==> src/rtl/scrambler_pkg.sv <==
// Shared constants for the 802.11 OFDM data scrambler: rate codes, LFSR taps, default seed.
// Combinational helpers only; no state, no flow control.
package scrambler_pkg;

  // RATE field codes R1..R4 as carried in tuser (ieee80211_defs)
  localparam logic [3:0] RATE_6M  = 4'b1011;
  localparam logic [3:0] RATE_9M  = 4'b1111;
  localparam logic [3:0] RATE_12M = 4'b1010;
  localparam logic [3:0] RATE_18M = 4'b1110;
  localparam logic [3:0] RATE_24M = 4'b1001;
  localparam logic [3:0] RATE_36M = 4'b1101;
  localparam logic [3:0] RATE_48M = 4'b1000;
  localparam logic [3:0] RATE_54M = 4'b1100;

  localparam int         SCRAMBLER_TAP_HI = 7;
  localparam int         SCRAMBLER_TAP_LO = 4;
  localparam logic [6:0] SCRAMBLER_DEFAULT_SEED = 7'h7F;

  typedef enum logic {
    ST_SIG  = 1'b0,
    ST_DATA = 1'b1
  } scr_state_e;

  // An all-zero state would lock the LFSR at zero.
  function automatic logic [6:0] seed_fix(input logic [6:0] s);
    return (s == 7'd0) ? SCRAMBLER_DEFAULT_SEED : s;
  endfunction

endpackage

==> src/rtl/scrambler_lfsr_step.sv <==
// N-step unrolled x^7+x^4+1 scrambler; bit 0 is earliest in time.
// Purely combinational, zero latency, no flow control.
module scrambler_lfsr_step
  import scrambler_pkg::*;
#(
  parameter int N = 24
) (
  input  logic [6:0]   state_i,
  input  logic [N-1:0] data_i,
  output logic [N-1:0] scrambled_o,
  output logic [6:0]   next_state_o
);

  for (genvar i = 0; i < N; i++) begin : g_step
    logic [6:0] cur;
    logic [6:0] nxt;
    logic       b;

    if (i == 0) begin : g_first
      assign cur = state_i;
    end else begin : g_chain
      assign cur = g_step[i-1].nxt;
    end

    assign b              = cur[SCRAMBLER_TAP_HI-1] ^ cur[SCRAMBLER_TAP_LO-1];
    assign nxt            = {cur[5:0], b};
    assign scrambled_o[i] = data_i[i] ^ b;
  end

  assign next_state_o = g_step[N-1].nxt;

endmodule

==> src/rtl/scrambler.sv <==
// 802.11 OFDM data scrambler: SIGNAL beat passed through at 6 Mb/s, data beats scrambled, tail bits zeroed.
// Latency 1 through a single output register; upstream stalls only while that register is held.
module scrambler
  import scrambler_pkg::*;
#(
  parameter int WIDTH     = 24,
  parameter bit SIGNAL_EN = 1'b1
) (
  input  logic             aclk,
  input  logic             aresetn,
  input  logic [6:0]       seed,
  input  logic [WIDTH-1:0] s_axis_tdata,
  input  logic [3:0]       s_axis_tuser,
  input  logic [WIDTH-1:0] s_axis_tzero,
  input  logic             s_axis_tvalid,
  output logic             s_axis_tready,
  input  logic             s_axis_tlast,
  output logic [WIDTH-1:0] m_axis_tdata,
  output logic [3:0]       m_axis_tuser,
  output logic             m_axis_tvalid,
  input  logic             m_axis_tready,
  output logic             m_axis_tlast
);

  if (SIGNAL_EN && (WIDTH != 24)) begin : g_bad_width
    $error("scrambler: SIGNAL_EN requires WIDTH == 24");
  end

  localparam scr_state_e FRAME_START = SIGNAL_EN ? ST_SIG : ST_DATA;

  scr_state_e       state_q, state_d;
  logic [6:0]       lfsr_q, lfsr_d;
  logic             first_q, first_d;
  logic [WIDTH-1:0] tdata_q, tdata_d;
  logic [3:0]       tuser_q, tuser_d;
  logic             tlast_q, tlast_d;
  logic             tvalid_q, tvalid_d;

  logic             s_hs, m_hs;
  logic [6:0]       work_state;
  logic [6:0]       step_next;
  logic [WIDTH-1:0] step_scr;

  assign s_axis_tready = m_axis_tready | ~tvalid_q;
  assign s_hs          = s_axis_tvalid & s_axis_tready;
  assign m_hs          = tvalid_q & m_axis_tready;

  // The first data beat of a frame starts from the fresh seed, not the running LFSR.
  assign work_state = first_q ? seed_fix(seed) : lfsr_q;

  scrambler_lfsr_step #(.N(WIDTH)) u_step (
    .state_i      (work_state),
    .data_i       (s_axis_tdata),
    .scrambled_o  (step_scr),
    .next_state_o (step_next)
  );

  always_comb begin
    state_d  = state_q;
    lfsr_d   = lfsr_q;
    first_d  = first_q;
    tdata_d  = tdata_q;
    tuser_d  = tuser_q;
    tlast_d  = tlast_q;
    tvalid_d = tvalid_q;
    if (s_hs) begin
      tvalid_d = 1'b1;
      tlast_d  = s_axis_tlast;
      if (state_q == ST_SIG) begin
        tdata_d = s_axis_tdata;
        tuser_d = RATE_6M;
        state_d = s_axis_tlast ? ST_SIG : ST_DATA;
        if (s_axis_tlast) first_d = 1'b1;
      end else begin
        tdata_d = step_scr & ~s_axis_tzero;
        tuser_d = s_axis_tuser;
        lfsr_d  = step_next;
        first_d = s_axis_tlast;
        state_d = s_axis_tlast ? FRAME_START : ST_DATA;
      end
    end else if (m_hs) begin
      tvalid_d = 1'b0;
    end
  end

  always_ff @(posedge aclk) begin
    if (!aresetn) begin
      state_q  <= FRAME_START;
      lfsr_q   <= SCRAMBLER_DEFAULT_SEED;
      first_q  <= 1'b1;
      tdata_q  <= '0;
      tuser_q  <= 4'd0;
      tlast_q  <= 1'b0;
      tvalid_q <= 1'b0;
    end else begin
      state_q  <= state_d;
      lfsr_q   <= lfsr_d;
      first_q  <= first_d;
      tdata_q  <= tdata_d;
      tuser_q  <= tuser_d;
      tlast_q  <= tlast_d;
      tvalid_q <= tvalid_d;
    end
  end

  assign m_axis_tdata  = tdata_q;
  assign m_axis_tuser  = tuser_q;
  assign m_axis_tlast  = tlast_q;
  assign m_axis_tvalid = tvalid_q;

endmodule

==> config.mk <==
export PLATFORM = sky130hd
export DESIGN_NAME = scrambler
export DESIGN_NICKNAME = d
export VERILOG_FILES = /design/src/rtl/scrambler_pkg.sv /design/src/rtl/scrambler_lfsr_step.sv /design/src/rtl/scrambler.sv
export SDC_FILE = /design/constraint.sdc
export NUM_CORES = 1
export LEC_CHECK = 0
export BUFFER_PORTS_ARGS = -buffer_cell sky130_fd_sc_hd__buf_2
export CAP_MARGIN = 0
export CORE_MARGIN = 2
export CORE_UTILIZATION = 44
export DETAILED_ROUTE_END_ITERATION = 10
export GPL_TIMING_DRIVEN = 1
export MAX_ROUTING_LAYER = met4
export PLACE_DENSITY = 0.77
export SLEW_MARGIN = 30
export SYNTH_ARGS = -nofsm -noshare
export SYNTH_HDL_FRONTEND = slang
export SYNTH_HIERARCHICAL = 1
export SYNTH_SLANG_ARGS = --single-unit
==> constraint.sdc <==
create_clock -name aclk -period 3 [get_ports aclk]
set_input_delay 0.6 -clock aclk [delete_from_list [all_inputs] [get_ports aclk]]
set_output_delay 0.6 -clock aclk [all_outputs]
set_load 0.02 [all_outputs]
==> run_results.csv <==
group,metric,value,unit
run_status,outcome,"completed",
cells_and_area,diodes,0,
floorplanning,io_pins,95,
sta,finalSetupViolations,0,
floorplanning,die_x,85.3,µm
logic_synthesis,synthCells,296,
place,port_buffers,94,
global_route,grt_max_degree,32,
logic_synthesis,ys_seq_elements,39,
sta,rsz0062_at_grt,"no",
critical_path,critical_path_class,"in -> reg",
sta,worst_slew_pin_slew,893,ps
sta,worst_slack,376,ps
job,maxCapViolCount,0,
cells_and_area,nets,441,
global_route,grt-ovfl-total,0,
logic_synthesis,netlist_area,2910,µm²
cts,insertion_delay,300,ps
logic_synthesis,synth_warnings,6,
cts,cts_setup_buffers,0,
logic_synthesis,syn-num-nets,360,
sta,slew_viol_final,0,
global_route,grt_first_pass_wirelength,11700,µm
cells_and_area,final_util,0.540,
routing,vias,2451,
cts,root_buffer,"clkbuf_8",
cts,clk_pin_slew_worst_paths,80,ps
place,finalWeightedCongestion,0.852,
routing,wl_per_cell,16.3,µm
floorplanning,num_rows,29,
logic_synthesis,synth_edf_count,0,
critical_path,worstSetupEndpointType,"flip-flop",
global_route,gr-usage-all-layers,0.210,
place,dpl.hpwl,5410,µm
routing,postRouteAntennaNets,0,
floorplanning,core_area,6390,µm²
routing,drc,0,
logic_synthesis,ys_seq_area_frac,0.268,
critical_path,worstPathMaxFanout,5,
routing,dr.pass1.iters,4,
global_route,first_global_vias,2376,
sta,fin_crit_sh,0.875,
cells_and_area,n_fill_cell,595,
worst_hold_path,worst_hold_path_type,"reg -> reg",
sta,hold_viol,0,
critical_path,worstPathArrival,2830,ps
cts,cts_max_level,2,
sta,setup_tns,0,ps
cts,cts_buffers,5,
cells_and_area,area_delta_synth_final,18.4,%
cts,cts_sinks,39,
logic_synthesis,synth_cell_types,32,
power_and_ir_drop,leakagePower,1.52,nW
critical_path,crit_slowest_cell,"xnor3_1",
place,dp.cells,447,
power_and_ir_drop,ir_worst_vdd,0.000219,V
floorplanning,die_area,7280,µm²
power_and_ir_drop,power_density,439,nW/µm²
floorplanning,start_util,0.456,
logic_synthesis,ys_dominant_reg_cell,"dfxtp_1",
floorplanning,die_h,85.3,µm
sta,skew,7.99,ps
cells_and_area,drive_above_1_share,0.392,
critical_path,path_cells,"buf_2 -> nor4_4 -> nand2_1 -> a31oi_1 -> xnor3_1 -> xor3_1 -> nand3b_1 -> a311oi_2",
critical_path,max_stage_delay,480,ps
sta,min_period,2620,ps
logic_synthesis,async_flop_share,0,
critical_path,required,3210,ps
place,place_ws,101,ps
critical_path,startpoint_type,"input port",
cells_and_area,final_cells,455,
routing,via_per_inst,5.39,
routing,drt_iter0_markers,104,
cts,clk_path_buf_depth,2,
cts,tritoncts,"built",
sta,relSlewSlack,0.403,
routing,wl,7420,µm
cts,postCtsResizedCells,0,
global_route,grt_antenna_before_repair,0,
logic_synthesis,avgSynthCellArea,9.83,µm²
cts,holdBufCountCts,0,
sta,max_clock_freq,381,MHz
## cells in the mapped netlist, types with 4 or more instances
library cell	n	area share
nand2b_1	24	0.052
o21ai_1	9	0.015
a311oi_1	7	0.021
o311ai_1	7	0.021
buf_2	17	0.029
buf_4	11	0.028
nand3b_1	24	0.062
a311oi_2	20	0.10
inv_1	13	0.017
xnor2_1	25	0.075
xnor3_1	8	0.062
buf_6	4	0.015
dfxtp_1	39	0.27
xor2_1	10	0.030
xor3_1	5	0.041
a21oi_1	39	0.067
nor2_1	7	0.0090
## where the power goes
group          total, mW  leakage, nW  internal, mW  switching (mW)
Combinational      0.575         1.15         0.282           0.293
Sequential         0.579        0.323         0.555          0.0235
Clock              0.358       0.0422         0.164           0.195
## cell usage in the layout (no fill, tap or decap)
master | netlist | layout
o311ai_1 | 7 | 7
xnor2_1 | 25 | 25
nor4_4 | 1 | 1
nand4_1 | 1 | 1
xnor3_2 | 1 | 1
a21oi_1 | 39 | 39
buf_2 | 17 | 94
a311oi_1 | 7 | 7
nand2b_1 | 24 | 24
nor3_2 | 1 | 1
nand3_1 | 2 | 2
dfxtp_1 | 39 | 39
buf_4 | 11 | 15
inv_1 | 13 | 13
a311oi_2 | 20 | 20
xor2_1 | 10 | 10
nor2_1 | 7 | 7
nor2b_4 | 1 | 1
xor3_1 | 5 | 5
xnor2_2 | 3 | 3
o21ai_0 | 2 | 2
nand2_1 | 2 | 2
clkbuf_1 | 3 | 2
nand3b_1 | 24 | 24
xor2_2 | 2 | 2
xnor3_1 | 8 | 8
clkinv_2 | 0 | 1
clkbuf_8 | 0 | 5
or3_1 | 1 | 1
nor2_4 | 1 | 1
a31oi_1 | 3 | 3
o21ai_1 | 9 | 9
inv_2 | 3 | 3
## logic make-up (layout without fill, tap and decap cells)
family                 after synthesis  after routing  share of synthesized area
buffers and inverters               51            133                     0.0976
AO/OA/AOI/OAI                       87             87                      0.238
flip-flops                          39             39                      0.268
AND/OR/NAND/NOR                     65             65                      0.152
XOR/XNOR                            54             54                      0.244
## routing by layer
layer	global-route usage	routed length, µm	part of all wire
met3	0.0302	356	0.048
met2	0.354	3690	0.50
met5	-	0	0
met4	0.0693	113	0.015
met1	0.257	3250	0.44
## per-stage QoR
| stage | hold slack (ps) | cell area, µm² | power [mW] |
|---|---|---|---|
| 2_1_floorplan | 457 | 2910 | 1.04 |
| 3_5_place_dp | 475 | 3370 | 1.17 |
| 6_report | 483 | 3450 | 1.51 |
| 3_3_place_gp | 458 | 3370 | 1.15 |
| 4_1_cts | 486 | 3450 | 1.52 |
| 5_1_grt | 521 | 3450 | 1.59 |
## worst paths after layout
| path | startpoint | endpoint | slack (ps) | cells after the start |
|---|---|---|---|---|
| max | seed[3] | m_axis_tdata[17]$_SDFFE_PN0P_ | 380 | 8 |
| min | m_axis_tuser[2]$_SDFFE_PN0P_ | m_axis_tuser[2]$_SDFFE_PN0P_ | 480 | 2 |
| max reg2reg | first_q$_SDFFE_PN1P_ | m_axis_tdata[17]$_SDFFE_PN0P_ | 650 | 6 |
| min reg2reg | m_axis_tuser[2]$_SDFFE_PN0P_ | m_axis_tuser[2]$_SDFFE_PN0P_ | 480 | 2 |
## final cells by class
cell class | instances | area, µm² | area share
repair buffers | 109 | 583 | 0.169
inverters | 16 | 60.1 | 0.0174
clock buffers | 7 | 76.3 | 0.0221
clock inverters | 1 | 5.00 | 0.00145
well taps | 77 | 96.3 | 0.0279
multi-input cells | 206 | 1850 | 0.535
flip-flops and latches | 39 | 781 | 0.226
## flip-flops by register name (all words and copies together), names as in the netlist
register	cells
first_q	1
m_axis_tdata	24
m_axis_tlast	1
state_q	1
m_axis_tvalid	1
lfsr_q	7
m_axis_tuser	4
## critical path, delay by kind of cell
family	cells	cell delay, ps
xor+xnor	2	780
compound gates	2	710
simple gates	3	610
buf+inv	1	120
No activity file was read; power rests on OpenSTA's default activity.
